--- config.mk ---
export PLATFORM = sky130hd
export DESIGN_NAME = hdmi_packet_receiver
export DESIGN_NICKNAME = d
export VERILOG_FILES = /design/src/rtl/hdmi_packet_pkg.sv /design/src/rtl/hdmi_audio_sample_fifo.sv /design/src/rtl/hdmi_packet_receiver.sv
export SDC_FILE = /design/constraint.sdc
export NUM_CORES = 1
export LEC_CHECK = 0
export ABC_AREA = 1
export CORE_ASPECT_RATIO = 0.8
export CORE_MARGIN = 4
export CORE_UTILIZATION = 30
export CTS_CLUSTER_SIZE = 24
export DETAILED_ROUTE_END_ITERATION = 7
export PLACE_DENSITY = 0.54
export SETUP_SLACK_MARGIN = 0.1
export SLEW_MARGIN = 10
export SYNTH_ARGS = -nofsm -noshare
export SYNTH_HDL_FRONTEND = slang
export SYNTH_SLANG_ARGS = --single-unit
export TNS_END_PERCENT = 5
--- constraint.sdc ---
create_clock -name clk_pixel -period 12.3 [get_ports clk_pixel]
set_clock_uncertainty 0.2 [all_clocks]
set_input_delay 2.46 -clock clk_pixel [delete_from_list [all_inputs] [get_ports clk_pixel]]
set_output_delay 2.46 -clock clk_pixel [all_outputs]
set_load 0.005 [all_outputs]
--- src/rtl/hdmi_packet_pkg.sv ---
// Shared definitions for the HDMI data-island packet receiver: packet type
// codes, the unpack FSM state type, the audio sample FIFO entry and small
// byte/bit helpers used by the receiver datapath.
package hdmi_packet_pkg;

  // Data-island packet type codes (HB0)
  localparam logic [7:0] NULL         = 8'h00;
  localparam logic [7:0] ACR          = 8'h01;
  localparam logic [7:0] AUDIO_SAMPLE = 8'h02;
  localparam logic [7:0] AVI          = 8'h82;
  localparam logic [7:0] AUDIO_INFO   = 8'h84;

  typedef enum logic {
    IDLE,
    UNPACK
  } unpackState_e;

  // One FIFO entry: full 24-bit IEC 60958 sample fields plus the B flag.
  // Truncation to the configured output width happens at the receiver output.
  typedef struct packed {
    logic [23:0] left;
    logic [23:0] right;
    logic        blockStart;
  } audioSample_t;

  // Byte idx (0 = SB0) of a 56-bit subpacket
  function automatic logic [7:0] subByte(input logic [55:0] sb, input int idx);
    return sb[idx*8 +: 8];
  endfunction

  // Byte idx (0 = HB0) of the 24-bit header
  function automatic logic [7:0] headerByte(input logic [23:0] hb, input int idx);
    return hb[idx*8 +: 8];
  endfunction

  // Lowest set bit of mask at position >= start; returns {found, index}
  function automatic logic [2:0] findSetFrom(input logic [3:0] mask, input logic [2:0] start);
    logic [2:0] result;
    result = 3'b000;
    for (int i = 3; i >= 0; i--) begin
      if (mask[i] && (i >= int'(start))) begin
        result = {1'b1, 2'(i)};
      end
    end
    return result;
  endfunction

endpackage

--- src/rtl/hdmi_audio_sample_fifo.sv ---
// First-word fall-through sample FIFO between the packet unpacker and the
// audio recovery logic. A push into a full FIFO only succeeds when a pop
// frees a slot on the same edge; otherwise the sample is dropped and the
// saturating overflow counter records it.
module hdmi_audio_sample_fifo
  import hdmi_packet_pkg::*;
#(
  parameter int DEPTH = 8
) (
  input  logic                              clk_i,
  input  logic                              reset_n_i,
  input  logic                              push_valid_i,
  input  logic [$bits(audioSample_t)-1:0]   push_data_i,
  input  logic                              pop_ready_i,
  output logic                              pop_valid_o,
  output logic [$bits(audioSample_t)-1:0]   pop_data_o,
  output logic [7:0]                        overflow_count_o
);

  localparam int PTR_W = $clog2(DEPTH);
  localparam logic [PTR_W:0] FULL_COUNT = (PTR_W+1)'(DEPTH);

  logic [$bits(audioSample_t)-1:0] mem_q [DEPTH];
  logic [PTR_W-1:0] wrPtr_q;
  logic [PTR_W-1:0] rdPtr_q;
  logic [PTR_W:0]   count_q;
  logic [7:0]       overflow_q;

  logic notEmpty;
  logic full;
  logic popFire;
  logic pushFire;

  assign notEmpty = (count_q != '0);
  assign full     = (count_q == FULL_COUNT);
  assign popFire  = notEmpty && pop_ready_i;
  assign pushFire = push_valid_i && (!full || popFire);

  // Storage, pointers, occupancy and overflow counter; memory is cleared so the
  // output word reads zero straight after reset
  always_ff @(posedge clk_i) begin
    if (!reset_n_i) begin
      for (int i = 0; i < DEPTH; i++) begin
        mem_q[i] <= '0;
      end
      wrPtr_q    <= '0;
      rdPtr_q    <= '0;
      count_q    <= '0;
      overflow_q <= '0;
    end else begin
      if (pushFire) begin
        mem_q[wrPtr_q] <= push_data_i;
        wrPtr_q        <= wrPtr_q + PTR_W'(1);
      end
      if (popFire) begin
        rdPtr_q <= rdPtr_q + PTR_W'(1);
      end
      case ({pushFire, popFire})
        2'b10:   count_q <= count_q + (PTR_W+1)'(1);
        2'b01:   count_q <= count_q - (PTR_W+1)'(1);
        default: count_q <= count_q;
      endcase
      if (push_valid_i && !pushFire && (overflow_q != 8'hFF)) begin
        overflow_q <= overflow_q + 8'd1;
      end
    end
  end

  assign pop_valid_o      = notEmpty;
  assign pop_data_o       = mem_q[rdPtr_q];
  assign overflow_count_o = overflow_q;

endmodule

--- src/rtl/hdmi_packet_receiver.sv ---
// Sink-side data-island packet receiver. Captures one BCH-checked packet,
// then on the following edge dispatches it: ACR updates N/CTS, AVI and Audio
// InfoFrames are checksum-checked and latched, audio sample packets are
// unpacked one present subpacket per cycle into the sample FIFO.
module hdmi_packet_receiver
  import hdmi_packet_pkg::*;
#(
  parameter int AUDIO_BIT_WIDTH   = 16,
  parameter int SAMPLE_FIFO_DEPTH = 8
) (
  input  logic                            clk_pixel,
  input  logic                            reset_n,
  input  logic                            packet_valid,
  input  logic                            ecc_error,
  input  logic [23:0]                     header,
  input  logic [3:0][55:0]                sub,
  output logic [1:0][AUDIO_BIT_WIDTH-1:0] audio_sample_word,
  output logic                            audio_block_start,
  output logic                            audio_sample_valid,
  input  logic                            audio_sample_ready,
  output logic [19:0]                     cts,
  output logic [19:0]                     n,
  output logic                            acr_valid,
  output logic [6:0]                      video_id_code,
  output logic [2:0]                      channel_count,
  output logic                            info_frame_checksum_error,
  output logic [7:0]                      sample_overflow_count,
  output logic                            protocol_error
);

  logic             capValid_q;
  logic [23:0]      capHeader_q;
  logic [3:0][55:0] capSub_q;
  unpackState_e     state_q;
  unpackState_e     state_d;
  logic [1:0]       idx_q;
  logic [1:0]       idx_d;
  logic [19:0]      cts_q;
  logic [19:0]      n_q;
  logic             acrValid_q;
  logic [6:0]       vic_q;
  logic [2:0]       channelCount_q;
  logic             checksumError_q;
  logic             protocolError_q;

  logic [7:0]   hb0;
  logic [3:0]   present;
  logic [3:0]   blockFlags;
  logic [2:0]   firstHit;
  logic [2:0]   nextHit;
  logic         pushValid_d;
  logic [1:0]   pushIdx_d;
  audioSample_t pushEntry_d;
  logic [7:0]   checksum_d;
  logic         accept_d;
  logic         busy_d;
  audioSample_t fifoHead;
  logic         unusedHighBits;

  assign hb0        = capHeader_q[7:0];
  assign present    = capHeader_q[11:8];
  assign blockFlags = capHeader_q[23:20];
  assign accept_d   = packet_valid && !ecc_error;
  // The capture register feeds the unpacker, so a new packet cannot be taken
  // while the unpacker is running or about to start
  assign busy_d     = (state_q == UNPACK) || (state_d == UNPACK);

  // Unpack sequencing: the first present subpacket is pushed on the dispatch
  // edge itself, the rest one per cycle in UNPACK
  always_comb begin
    state_d     = state_q;
    idx_d       = idx_q;
    pushValid_d = 1'b0;
    pushIdx_d   = idx_q;
    firstHit    = '0;
    nextHit     = '0;
    case (state_q)
      IDLE: begin
        firstHit = findSetFrom(present, 3'd0);
        if (capValid_q && (hb0 == AUDIO_SAMPLE) && firstHit[2]) begin
          pushValid_d = 1'b1;
          pushIdx_d   = firstHit[1:0];
          nextHit     = findSetFrom(present, {1'b0, firstHit[1:0]} + 3'd1);
          if (nextHit[2]) begin
            state_d = UNPACK;
            idx_d   = nextHit[1:0];
          end
        end
      end
      UNPACK: begin
        pushValid_d = 1'b1;
        pushIdx_d   = idx_q;
        nextHit     = findSetFrom(present, {1'b0, idx_q} + 3'd1);
        if (nextHit[2]) begin
          idx_d = nextHit[1:0];
        end else begin
          state_d = IDLE;
        end
      end
      default: state_d = IDLE;
    endcase
  end

  // Sample entry for the subpacket currently being unpacked
  always_comb begin
    pushEntry_d            = '0;
    pushEntry_d.left       = capSub_q[pushIdx_d][23:0];
    pushEntry_d.right      = capSub_q[pushIdx_d][47:24];
    pushEntry_d.blockStart = blockFlags[pushIdx_d];
  end

  // InfoFrame checksum: mod-256 sum over the header and all 28 subpacket bytes
  always_comb begin
    checksum_d = '0;
    for (int b = 0; b < 3; b++) begin
      checksum_d = checksum_d + headerByte(capHeader_q, b);
    end
    for (int s = 0; s < 4; s++) begin
      for (int b = 0; b < 7; b++) begin
        checksum_d = checksum_d + subByte(capSub_q[s], b);
      end
    end
  end

  // Capture, dispatch and FSM state with registered outputs and one-cycle pulses
  always_ff @(posedge clk_pixel) begin
    if (!reset_n) begin
      state_q         <= IDLE;
      idx_q           <= '0;
      capValid_q      <= 1'b0;
      capHeader_q     <= '0;
      capSub_q        <= '0;
      cts_q           <= '0;
      n_q             <= '0;
      acrValid_q      <= 1'b0;
      vic_q           <= '0;
      channelCount_q  <= '0;
      checksumError_q <= 1'b0;
      protocolError_q <= 1'b0;
    end else begin
      state_q         <= state_d;
      idx_q           <= idx_d;
      acrValid_q      <= 1'b0;
      checksumError_q <= 1'b0;
      protocolError_q <= 1'b0;
      capValid_q      <= accept_d && !busy_d;
      if (accept_d) begin
        if (busy_d) begin
          protocolError_q <= 1'b1;
        end else begin
          capHeader_q <= header;
          capSub_q    <= sub;
        end
      end
      if (capValid_q) begin
        case (hb0)
          ACR: begin
            cts_q      <= {capSub_q[0][11:8], capSub_q[0][23:16], capSub_q[0][31:24]};
            n_q        <= {capSub_q[0][35:32], capSub_q[0][47:40], capSub_q[0][55:48]};
            acrValid_q <= 1'b1;
          end
          AVI: begin
            if (checksum_d == 8'h00) begin
              vic_q <= capSub_q[0][38:32];
            end else begin
              checksumError_q <= 1'b1;
            end
          end
          AUDIO_INFO: begin
            if (checksum_d == 8'h00) begin
              channelCount_q <= capSub_q[0][10:8];
            end else begin
              checksumError_q <= 1'b1;
            end
          end
          default: ;
        endcase
      end
    end
  end

  hdmi_audio_sample_fifo #(
    .DEPTH(SAMPLE_FIFO_DEPTH)
  ) sampleFifo (
    .clk_i           (clk_pixel),
    .reset_n_i       (reset_n),
    .push_valid_i    (pushValid_d),
    .push_data_i     (pushEntry_d),
    .pop_ready_i     (audio_sample_ready),
    .pop_valid_o     (audio_sample_valid),
    .pop_data_o      (fifoHead),
    .overflow_count_o(sample_overflow_count)
  );

  assign audio_sample_word[0]      = fifoHead.left[AUDIO_BIT_WIDTH-1:0];
  assign audio_sample_word[1]      = fifoHead.right[AUDIO_BIT_WIDTH-1:0];
  assign audio_block_start         = fifoHead.blockStart;
  assign unusedHighBits            = ^{fifoHead.left >> AUDIO_BIT_WIDTH, fifoHead.right >> AUDIO_BIT_WIDTH};
  assign cts                       = cts_q;
  assign n                         = n_q;
  assign acr_valid                 = acrValid_q;
  assign video_id_code             = vic_q;
  assign channel_count             = channelCount_q;
  assign info_frame_checksum_error = checksumError_q;
  assign protocol_error            = protocolError_q;

endmodule

# Word level (Yosys, flattened, before mapping)
# Memory sizes are Yosys's and may differ from the RTL's. A register that Yosys moved wholly into a read port is not among the register bits.
# Cells that the tools add are included.
# totals
ff_bits,323
ram_bits,392
inputBits,253
out_inout_bits,95
wordCells,159
mem_count,1
# memory_table
memory,depth,width,rd,rd_clocked_by_memory_dff,write_ports,line,rtl
sampleFifo.mem_q,8,49,1,1,8,hdmi_audio_sample_fifo.sv:23,logic [$bits(audioSample_t)-1:0] mem_q [DEPTH];
# classes
n_addsub,37
order_cmp,9
eq_ne,11
n_mux,45
n_bitwise,2
reduce_logical,35
# op_table
operator,n
adder 8 bit,30
binary-select mux 56 bit (select 2 bit),1
two-way mux 3 bit,19
two-way mux 49 bit,1
OR reduction 49 bit,1
two-way mux 48 bit,1
== test 8 bit (second input constant),2
logical AND 1 bit,16
two-way mux 1 bit,13
greater-or-equal comparator 1 x 3 -> 1 bit (first input constant),4
greater-or-equal comparator 2 x 3 -> 1 bit (first input constant),4
AND reduction 3 bit,4
adder 8 x 1 -> 8 bit (second input constant),1
== test 8 x 1 -> 1 bit (second input constant),1
== test 8 x 2 -> 1 bit (second input constant),1
zero test 8 bit,1
two-way mux 2 bit,4
inequality test 8 bit (second input constant),1
one-hot mux 2 bit (2 select lines),2
one-hot mux 4 bit (2 select lines),1
AND reduction 2 bit,4
adder 2 x 1 -> 3 bit (second input constant),2
adder 3 x 1 -> 3 bit (second input constant),2
adder 4 x 1 -> 4 bit (second input constant),1
15 further kinds,22

# Logic depth before layout (Yosys ltp)
# Gate-level depths: netlist of run 1.
# depth
depth_word,32
ltp_mapped,29
depth_no_buf,28

# Hierarchy
# A second synthesis of run 1 with hierarchy kept.
# hier_totals
hier_cells,3863
area_unflattened_um2,35615.4
# modules_own_cells
mod,instances,cells_per_inst,area_per_inst_um2,seq_area_each_um2
hdmi_audio_sample_fifo,1,1649,18221.2,12191.7
hdmi_packet_receiver,1,2214,17394.2,6105.9

# Least setup slack after synthesis of run 1
# OpenSTA, ideal clock, no wires.
# synth_timing
path_type,register to register
startpoint,register capSub_q[170] (netlist name)
endpoint,register channelCount_q[0] (netlist: channel_count[0])
setup_ps,115
arrival_time_ps,6219
required_time_ps,11985
path_slack_ps,5766
stages_incl_launch_ff,24
path_buffers,0
synth_period_minus_slack_ps,6534
path_cell_list,dfxtp_1 > fa_1 > inv_1 > fa_1 > fa_1 > inv_1 > fa_1 > fa_1 > inv_1 > fa_1 > fa_1 > inv_1 > fa_1 > ha_1 > inv_1 > fa_1 > o21ai_0 > a21oi_1 > nand2_1 > nand3_1 > nor3_1 > nand4_1 > nor2_1 > nor2_1
# synth_via
elab_chain_cells,9
# synth_lines
item,line,rtl
"start, declared",hdmi_packet_receiver.sv:33,logic [3:0][55:0] capSub_q;
"start signal, assigned",hdmi_packet_receiver.sv:152,capSub_q <= sub;
adder 8 bit (7 in series),hdmi_packet_receiver.sv:120,"checksum_d = checksum_d + subByte(capSub_q[s], b);"
zero test 8 bit,hdmi_packet_receiver.sv:170,if (checksum_d == 8'h00) begin
AND reduction 3 bit (no line),-,
"end signal, assigned",hdmi_packet_receiver.sv:171,channelCount_q <= capSub_q[0][10:8];
"end, declared",hdmi_packet_receiver.sv:42,logic [2:0] channelCount_q;
# No other way between the ends.
# A chain may end at the register's enable or synchronous reset.

# Worst setup path after layout of run 1
# layout_timing
startpoint,register capSub_q[146] (netlist name)
endpoint,register channelCount_q[1] (netlist: channel_count[1])
# layout_via
elab_chain_cells,12
# layout_lines
item,line
adder 8 bit (10 in series),hdmi_packet_receiver.sv:120
zero test 8 bit,hdmi_packet_receiver.sv:170
AND reduction 3 bit (no line),-
# No other way between the ends.

==> results of run 1 <==
-- worst paths after layout --
path / from / endpoint / cells after the start
min: sampleFifo.rdPtr_q[2]$_SDFFE_PN0P_ / sampleFifo.rdPtr_q[2]$_SDFFE_PN0P_ / 2
min reg2reg: sampleFifo.rdPtr_q[2]$_SDFFE_PN0P_ / sampleFifo.rdPtr_q[2]$_SDFFE_PN0P_ / 2
max: capSub_q[146]$_SDFFE_PN0P_ / channel_count[1]$_SDFFE_PN0P_ / 21
max reg2reg: capSub_q[146]$_SDFFE_PN0P_ / channel_count[1]$_SDFFE_PN0P_ / 21
-- Yosys cell counts (33+ instances only) --
library cell | count | area share, %
clkbuf_1 | 118 | 1.5
o22ai_1 | 33 | 0.70
nand3_1 | 41 | 0.70
inv_1 | 249 | 3.2
buf_2 | 53 | 0.90
dfxtp_1 | 326 | 22
a21oi_1 | 81 | 1.4
nor2_1 | 1076 | 14
fa_1 | 178 | 12
a31oi_1 | 33 | 0.70
o21ai_0 | 442 | 7.5
nand2_1 | 252 | 3.2
edfxtp_1 | 264 | 27
-- state kept, by name, summed over array words and instances, names as in the netlist, 3 cells and up, named ones only --
signal	cells
sampleFifo.wrPtr_q	3
capSub_q	224
channel_count	3
n	20
video_id_code	7
sampleFifo.count_q	4
sampleFifo.mem_q	264
sampleFifo.rdPtr_q	3
cts	20
sampleFifo.overflow_count_o	8
capHeader_q	24
-- area by class of cell --
cell class,instances,share of cell area [%]
Timing Repair Buffer,371,10.2
Inverter,257,2.71
Sequential cell,590,40.4
Tap cell,1300,4.54
Antenna cell,5,0.0349
Clock buffer,87,4.92
Clock inverter,20,0.702
Multi-Input combinational cell,2266,36.5
-- power by group through the flow --
stage          Combinational [W]  Sequential, W  Clock, W
3_3_place_gp             0.00430        0.00227         0
5_1_grt                  0.00508        0.00224   0.00201
3_5_place_dp             0.00437        0.00227         0
4_1_cts                  0.00440        0.00223   0.00193
2_1_floorplan            0.00316        0.00224         0
6_report                 0.00444        0.00223   0.00190
-- logic make-up (layout without fill, tap and decap cells) --
kind of cell / count (synthesis) / in the layout / synth area share, %
simple gates: 1407 / 1407 / 18.7
compound gates: 632 / 632 / 11.7
flops: 590 / 590 / 49.2
buf+inv: 449 / 735 / 6.40
fa+ha+maj: 206 / 206 / 13.3
xor+xnor: 21 / 21 / 0.627
other cells: 0 / 5 / 0
-- per-stage QoR --
stage | worst slack (ns) | hold slack (ns)
floorplan | 5.77 | 0.233
global placement | 5.00 | 0.252
detailed placement | 4.95 | 0.256
CTS | 4.88 | 0.273
global route | 4.47 | 0.300
finish | 4.80 | 0.270
-- cell usage in the layout (no fill, tap or decap), drive strengths merged, types with 2 or more instances in the layout --
master / netlist / final
nor3: 7 / 7
xor2: 9 / 9
o22ai: 33 / 33
or2: 3 / 3
clkdlybuf4s50: 0 / 346
clkbuf: 118 / 88
nand3: 41 / 41
xnor2: 12 / 12
nand4: 5 / 5
nand2: 259 / 259
a31oi: 33 / 33
buf: 74 / 24
edfxtp: 264 / 264
a211oi: 3 / 3
diode: 0 / 5
nor2: 1081 / 1081
ha: 28 / 28
a21oi: 83 / 83
dfxtp: 326 / 326
nor4: 2 / 2
bufinv: 0 / 4
a32o: 30 / 30
o21ai: 446 / 446
clkinvlp: 0 / 4
nand3b: 7 / 7
clkinv: 2 / 15
fa: 178 / 178
inv: 255 / 254
-- metal layers --
metal / vias up / routed length, um / share of wire, %
met3: 138 / 11800 / 11
met2: 831 / 44900 / 41
met4: 10 / 3030 / 2.8
met5: - / 103 / 0.095
li1: 11200 / - / -
met1: 11300 / 48600 / 45
-- worst max-delay path: cells and delay by family, from the launching register on --
| kind | cells | cell delay, ns |
|---|---|---|
| fa+ha+maj | 10 | 4.86 |
| buf+inv | 3 | 0.19 |
| flops | 1 | 0.34 |
| simple gates | 8 | 1.83 |
==> flow_summary.ini, run 1 <==
[clocking]
cts_hold_buf = 0
cts_resized = 0
cts_buffers = 60
worstSkewPairLatency_ns = 0.66
cts_tree = yes
cts_root_buf = clkbuf_16
clock-sinks = 590
clk_pin_slew_ns = 0.07
post_cts_buffers = 0
clockBufferDepth = 3
htree_levels = 2

[critical_path]
path_cells = fa_1 -> inv_1 -> fa_1 -> fa_1 -> fa_1 -> fa_1 -> fa_1 -> fa_1 -> inv_1 -> fa_1 -> ha_1 -> inv_1 -> fa_1 -> nand2_1 -> nor3_1 -> nand3_1 -> nor3_1 -> nand4_1 -> nand2_1 -> nand2_1 -> nor2_1
required_ns = 12.65
endpoint_kind = register
crit_fanout = 6
arrival_ns = 7.86
crit_type = reg -> reg
reg2reg_setup_slack_ns = 4.80
startpoint_type = register
critPathMostFrequentCell = fa_1
cp_slowest_cell = nor3_1
slowest_delay_ns = 0.77

[finish]
fillers = 9884
seq_area_um2 = 14500
fin_cells = 4896
drive_gt1_share_pct = 4.54
fin_nets = 4005
multi_input_area_um2 = 13100
fin_util_pct = 37.0
syn_to_final_growth_pct = 22.0
final_area_um2 = 35800

[power_and_ir_drop]
power_w = 0.00857
clockPowerShare_pct = 22.2
power_frac_comb_pct = 51.8
p_switching_w = 0.00353
pwr-share-seq_pct = 26.1
powerDensity_nw_per_um2 = 239
cellInternalPower_w = 0.00503
irDropWorstVdd_uv = 546
power.leakage_nw = 13.6
switching_share_pct = 41.2

[placement]
placed_cells_incl_taps = 4784
gp_congestion = 0.898
place_area_um2 = 33800
dpl.hpwl_mm = 77.9
portBuffers = 347

[sta]
slew_violations = 0
finalCritPeriodShare_pct = 61.0
tightest_slew_ns = 1.23
rsz0062_at_grt = false
min_period_ns = 7.50
setup_viol = 0
fmax_mhz = 133
finalHoldViolations = 0
fin_tns_setup_ns = 0
maxSlewHeadroom_pct = 17.0

[routing]
ant_nets = 0
drt_first_pass_iters = 5
vias = 23500
detail_route.wirelength_mm = 108
routedWlPerCell_um = 22.1
first_iter_violations = 2031
via_per_inst = 4.80
drc = 0

[floorplan]
rows = 102
dieArea_um2 = 103000
die_w_um = 358
core-area_um2 = 96900
initial_core_util_pct = 30.3
num_io_pins = 348
die_h_um = 288

[grt]
grt_pass1_vias = 22900
grtUsageMet3_pct = 7.93
grt_usage_pct = 20.8
antenna_found_initial = 10
grt_start_max_net_pins = 95
overflow = 0
met2_usage_pct = 30.0
met1_usage_pct = 29.0
grt_most_used_layer = met2
grt_pass1_wl_mm = 156

[synthesis]
postSynthNetCount = 3764
synth-edff-count = 264
postSynthCellCount = 3305
async_reset_ff_share_pct = 0
yosys_most_used_dff = dfxtp_1
synth_seq_cells = 590
ys_types = 45
ys_seq_area_share_pct = 49.2
syn_area_um2 = 29400
yosysWarnings = 0
synth.avg_cell_area_um2 = 8.88

[run_status]
status = finished clean

[flow_run]
max_cap_violations = 0

[min_path]
hold_path.class = reg -> reg
(Power assumes the default switching activity.)
==> run 2, diff against run 1 <==
--- a/config.mk
+++ b/config.mk
@@ -11,7 +11,7 @@
 export CORE_UTILIZATION = 30
 export CTS_CLUSTER_SIZE = 24
 export DETAILED_ROUTE_END_ITERATION = 7
-export PLACE_DENSITY = 0.54
+export PLACE_DENSITY = 0.56
 export SETUP_SLACK_MARGIN = 0.1
 export SLEW_MARGIN = 10
 export SYNTH_ARGS = -nofsm -noshare
==> constraint.sdc (replaced) <==
create_clock -name clk_pixel -period 6.5 [get_ports clk_pixel]
set_clock_uncertainty 0.2 [all_clocks]
set_input_delay 1.3 -clock clk_pixel [delete_from_list [all_inputs] [get_ports clk_pixel]]
set_output_delay 1.3 -clock clk_pixel [all_outputs]
set_load 0.005 [all_outputs]
==> flow_summary.ini, run 2 (synthesized netlist as in run 1, its figures left out) <==
[floorplan]
die_h_um = 288
dieArea_um2 = 103000
core-area_um2 = 96900
rows = 102
initial_core_util_pct = 30.3
die_w_um = 358
num_io_pins = 348

[finish]
layout_commonest_cell = nor2_1
largest_register_ff_count = 264
most-common-layout-cells = 1074 x nor2_1, 441 x o21ai_0, 346 x clkdlybuf4s50_1, 324 x dfxtp_1, 264 x edfxtp_1
syn_to_final_growth_pct = 24.8
regMostFlops = sampleFifo.mem_q
drive_gt1_share_pct = 7.04
fin_nets = 4100
fin_cells = 4998
reg_top3 = sampleFifo.mem_q x264, capSub_q x224, capHeader_q x24

[grt]
overflow = 0
antenna_found_initial = 13
grt_pass1_vias = 23700
grt_start_max_net_pins = 132
grt_usage_pct = 21.0
grt_pass1_wl_mm = 159

[critical_path]
critPathMostFrequentCell = fa_1
r2r_start = capSub_q[170]$_SDFFE_PN0P_
reg2reg_depth = 24
arrival_ns = 7.27
reg2reg_setup_slack_ns = -0.39
crit_fanout = 6
required_ns = 6.88
crit_type = reg -> reg
r2r-end = channel_count[2]$_SDFFE_PN0P_
path_cells = fa_1 -> inv_1 -> fa_1 -> fa_1 -> inv_1 -> fa_1 -> fa_1 -> inv_1 -> fa_1 -> fa_1 -> inv_1 -> fa_1 -> ha_1 -> inv_1 -> fa_1 -> nand2_1 -> nor3_2 -> nand3_1 -> nor3_4 -> buf_6 -> nand4_1 -> nand2_1 -> nand2_1 -> nor2_1
cp_slowest_cell = fa_1
startpoint = capSub_q[170]$_SDFFE_PN0P_
slowest_delay_ns = 0.53
endpoint = channel_count[2]$_SDFFE_PN0P_
endpoint_kind = register
startpoint_type = register

[sta]
setup_viol = 11
layout_setup_ws_ns = -0.389
holdWs_ns = 0.278
slew_violations = 0
finalHoldViolations = 0
min_period_ns = 6.89
rsz0062_at_grt = true
finalCritPeriodShare_pct = 106
fmax_mhz = 145
tightest_slew_ns = 1.37
maxSlewHeadroom_pct = 7.50

[power_and_ir_drop]
switching_share_pct = 41.2
pwr-share-seq_pct = 25.3
power_frac_comb_pct = 52.8
powerDensity_nw_per_um2 = 457
irDropWorstVdd_uv = 1140
power.leakage_nw = 14.2
clockPowerShare_pct = 21.9
p_switching_w = 0.00691
cellInternalPower_w = 0.00985

[clocking]
cts_root_buf = clkbuf_16
htree_levels = 2
clock-sinks = 590
cts_tree = yes
cts_buffers = 61
clockBufferDepth = 3
post_cts_buffers = 0
worstSkewPairLatency_ns = 0.65
clk_pin_slew_ns = 0.06

[routing]
via_per_inst = 4.81
drc = 0
first_iter_violations = 2321
drt_first_pass_iters = 5
routedWlPerCell_um = 21.9
ant_nets = 0
detail_route.wirelength_mm = 109
vias = 24000

[run_status]
status = finished with violations
violations = setup timing

[min_path]
holdPathStages = 2
hold_path.class = reg -> reg
min_from = sampleFifo.rdPtr_q[2]$_SDFFE_PN0P_

[flow_run]
max_cap_violations = 0

[placement]
dpl.hpwl_mm = 80.3
gp_congestion = 0.908
portBuffers = 347
placed_cells_incl_taps = 4878
[run 2: cell count changes in the layout (fill, tap and decap cells not counted), moves of 4 or more]
| cell | previous run | this run |
|---|---|---|
| buf_4 | 24 | 112 |
| buf_12 | 0 | 5 |
| clkbuf_8 | 12 | 8 |
| clkinvlp_4 | 4 | 8 |
| nand2_1 | 244 | 248 |
| nand2_2 | 10 | 6 |
| nand3_1 | 37 | 41 |
| nand3_2 | 4 | 0 |
[run 2: worst min-delay path by stage]
stage,end
6_report,register
5_1_grt,sampleFifo.rdPtr_q[2]$_SDFFE_PN0P_
4_1_cts,capSub_q[135]$_SDFFE_PN0P_
3_5_place_dp,register
3_3_place_gp,capSub_q[135]$_SDFFE_PN0P_
2_1_floorplan,register
[run 2: per-stage QoR]
| stage | setup WS (ns) | power [W] | util (%) | cell area (um2) | setup TNS, ns |
|---|---|---|---|---|---|
| finish | -0.389 | 0.0168 | 37.8 | 36600 | -3.54 |
| global route | -0.659 | 0.0183 | 37.8 | 36600 | -6.59 |
| CTS | -0.302 | 0.0167 | 37.8 | 36600 | -2.85 |
| detailed placement | -0.519 | 0.0129 | 35.7 | 34500 | -5.15 |
| global placement | -0.425 | 0.0128 | 35.7 | 34500 | -4.16 |
| floorplan | 0.0896 | 0.0103 | - | 29400 | 0 |
[run 2: power groups by stage]
stage / clock network, W / logic [W] / registers, W
6_report: 0.00368 / 0.00884 / 0.00424
3_3_place_gp: 0 / 0.00849 / 0.00432
4_1_cts: 0.00373 / 0.00876 / 0.00424
5_1_grt: 0.00388 / 0.0101 / 0.00426
2_1_floorplan: 0 / 0.00603 / 0.00424
3_5_place_dp: 0 / 0.00862 / 0.00432
[run 2: layout make-up]
class                   count  area, um2
flip-flops and latches    590      14500
clock buffers              78       1660
fillers                  9734      60200
repair buffers            465       4430
clock inverters            37        403
multi-input cells        2266      13100
well taps                1300       1630
inverters                 257        970
diodes                      5       12.5
[run 2: worst max-delay path: cells and delay by family, from the launching register on]
kind	cells	cell delay, ns
adders and majority gates	10	4.67
buffers and inverters	6	0.43
DFF	1	0.33
and+or+nand+nor	8	1.15
[run 2: what timing repair did]
item                                   in CTS  in global routing
gates resized for setup                     5                  1
endpoints found under the hold margin       0                  0
hold buffers                                0                  0
setup endpoints to repair                  11                 11
pin swaps                                   3                  1
[run 2: routing by layer]
metal / track usage (%) / up-vias / wire, um
met1: 29.9 / 11700 / 49500
li1: - / 11400 / -
met3: 6.75 / 101 / 11200
met4: 3.57 / 12 / 1630
met5: 0 / - / 87
met2: 31.5 / 836 / 46800
==> run 3, diff against run 2 <==
--- a/config.mk
+++ b/config.mk
@@ -11,10 +11,11 @@
 export CORE_UTILIZATION = 30
 export CTS_CLUSTER_SIZE = 24
 export DETAILED_ROUTE_END_ITERATION = 7
-export PLACE_DENSITY = 0.56
+export PLACE_DENSITY = 0.53
 export SETUP_SLACK_MARGIN = 0.1
 export SLEW_MARGIN = 10
 export SYNTH_ARGS = -nofsm -noshare
 export SYNTH_HDL_FRONTEND = slang
+export SYNTH_HIERARCHICAL = 1
 export SYNTH_SLANG_ARGS = --single-unit
 export TNS_END_PERCENT = 5
==> constraint.sdc (replaced) <==
create_clock -name clk_pixel -period 8.4 [get_ports clk_pixel]
set_clock_uncertainty 0.2 [all_clocks]
set_input_delay 1.68 -clock clk_pixel [delete_from_list [all_inputs] [get_ports clk_pixel]]
set_output_delay 1.68 -clock clk_pixel [all_outputs]
set_load 0.005 [all_outputs]
==> flow_summary.ini, run 3 <==
[grt]
met1_usage_pct = 28.6
grt_most_used_layer = met2
antenna_found_initial = 11
grtUsageMet3_pct = 6.50
grt_usage_pct = 20.1
met2_usage_pct = 30.0
grt_start_max_net_pins = 218
grt_pass1_vias = 22800
grt_pass1_wl_mm = 157
overflow = 0

[critical_path]
cp_slowest_cell = nor3_1
path_cells = fa_1 -> inv_1 -> fa_1 -> fa_1 -> inv_1 -> fa_1 -> fa_1 -> inv_1 -> fa_1 -> fa_1 -> inv_1 -> fa_1 -> ha_1 -> inv_1 -> fa_1 -> nand2_1 -> nor3_1 -> nand3_1 -> nor3_1 -> nand4_4 -> nand2_1 -> nand2_1 -> nor2_1
critPathMostFrequentCell = fa_1
required_ns = 8.74
arrival_ns = 7.75
cp_top_family = adder cells
endpoint_kind = register
crit_fanout = 14
startpoint_type = register
crit_type = reg -> reg
slowest_delay_ns = 0.76
path_buf_inv = 5

[floorplan]
core-area_um2 = 98700
rows = 103
die_w_um = 361
num_io_pins = 348
initial_core_util_pct = 30.3
die_h_um = 290
dieArea_um2 = 105000

[min_path]
hold_path.class = reg -> reg

[sta]
rsz0062_at_grt = false
fmax_mhz = 135
finalHoldViolations = 0
finalCritPeriodShare_pct = 88.1
layout_setup_ws_ns = 0.996
fin_tns_setup_ns = 0
slew_violations = 0
tightest_slew_ns = 1.17
setup_viol = 0
maxSlewHeadroom_pct = 21.9
min_period_ns = 7.40

[clocking]
cts_resized = 0
post_cts_buffers = 0
worstSkewPairLatency_ns = 0.62
cts_tree = yes
cts_buffers = 69
clock-sinks = 590
clockBufferDepth = 3
clk_pin_slew_ns = 0.06
cts_root_buf = clkbuf_16
cts_hold_buf = 0
htree_levels = 3

[placement]
gp_congestion = 0.903
place_area_um2 = 34100
place_ws_ns = 1.15
dpl.hpwl_mm = 76.4
portBuffers = 347

[finish]
most-common-layout-cells = 979 x nor2_1, 412 x o21ai_0, 346 x clkdlybuf4s50_1, 323 x dfxtp_1, 274 x inv_1
final_area_um2 = 36300
largest_register_ff_count = 264
drive_gt1_share_pct = 4.56
regMostFlops = sampleFifo/mem_q
fin_util_pct = 36.8
reg_top3 = sampleFifo/mem_q x264, capSub_q x224, capHeader_q x24
fin_nets = 4002
layout_commonest_cell = nor2_1
syn_to_final_growth_pct = 21.5

[synthesis]
synth.avg_cell_area_um2 = 8.96
syn_area_um2 = 29900
postSynthCellCount = 3334
postSynthNetCount = 3793
yosysWarnings = 6

[routing]
ant_nets = 0
vias = 23400
detail_route.wirelength_mm = 108
routedWlPerCell_um = 22.0
drc = 0
via_per_inst = 4.76
first_iter_violations = 2018
drt_first_pass_iters = 5

[power_and_ir_drop]
irDropWorstVdd_uv = 783
power.leakage_nw = 14.0
power_w = 0.0129
powerDensity_nw_per_um2 = 355

[run_status]
status = finished clean

[flow_run]
max_cap_violations = 0
-- run 3: report_power, final --
part / internal [W] / leakage, nW / total, W / switching (W)
Combinational: 0.00271 / 7.57 / 0.00656 / 0.00385
Clock: 0.00175 / 1.07 / 0.00299 / 0.00124
Sequential: 0.00314 / 5.40 / 0.00332 / 0.000175
Total: 0.00760 / 14.0 / 0.0129 / 0.00527
-- run 3: through the flow --
step,cells,hold WS (ns)
finish,4911,0.260
global route,4906,0.293
CTS,4905,0.262
detailed placement,4784,0.247
global placement,4784,0.249
floorplan,3334,0.233
-- run 3: worst paths after layout --
| path | to | start | slack (ns) | cells after the start |
|---|---|---|---|---|
| worst min-delay path | register | sampleFifo/rdPtr_q[2]$_SDFFE_PN0N_ | 0.26 | 2 |
| worst max-delay path | video_id_code[4]$_SDFFE_PN0P_ | capSub_q[170]$_SDFFE_PN0P_ | 1.0 | 23 |
| worst max register to register | video_id_code[4]$_SDFFE_PN0P_ | capSub_q[170]$_SDFFE_PN0P_ | 1.0 | 23 |
| worst min register to register | register | sampleFifo/rdPtr_q[2]$_SDFFE_PN0N_ | 0.26 | 2 |
-- run 3: worst reg2reg max path, cell delays in order, from the launching register on --
cell and delay (ns):
dfxtp_1 0.34, fa_1 0.55, inv_1 0.06, fa_1 0.47
fa_1 0.51, inv_1 0.06, fa_1 0.49, fa_1 0.53
inv_1 0.06, fa_1 0.49, fa_1 0.49, inv_1 0.05
fa_1 0.48, ha_1 0.18, inv_1 0.07, fa_1 0.53
nand2_1 0.06, nor3_1 0.18, nand3_1 0.12, nor3_1 0.77
nand4_4 0.35, nand2_1 0.16, nand2_1 0.06, nor2_1 0.11
-- run 3: per-layer routing --
| metal | up-vias | routed length [um] |
|---|---|---|
| met5 | - | 37 |
| met4 | 6 | 2340 |
| met3 | 123 | 9580 |
| met2 | 751 | 46900 |
| met1 | 11300 | 49000 |
| li1 | 11200 | - |
-- run 3: cell type report --
type / instances / area (um2)
Antenna cell: 6 / 15.0
Clock buffer: 97 / 1960
Clock inverter: 24 / 249
Fill cell: 10100 / 62400
Inverter: 284 / 1070
Multi-Input combinational cell: 2227 / 13200
Sequential cell: 590 / 14500
Tap cell: 1312 / 1640
Timing Repair Buffer: 371 / 3690
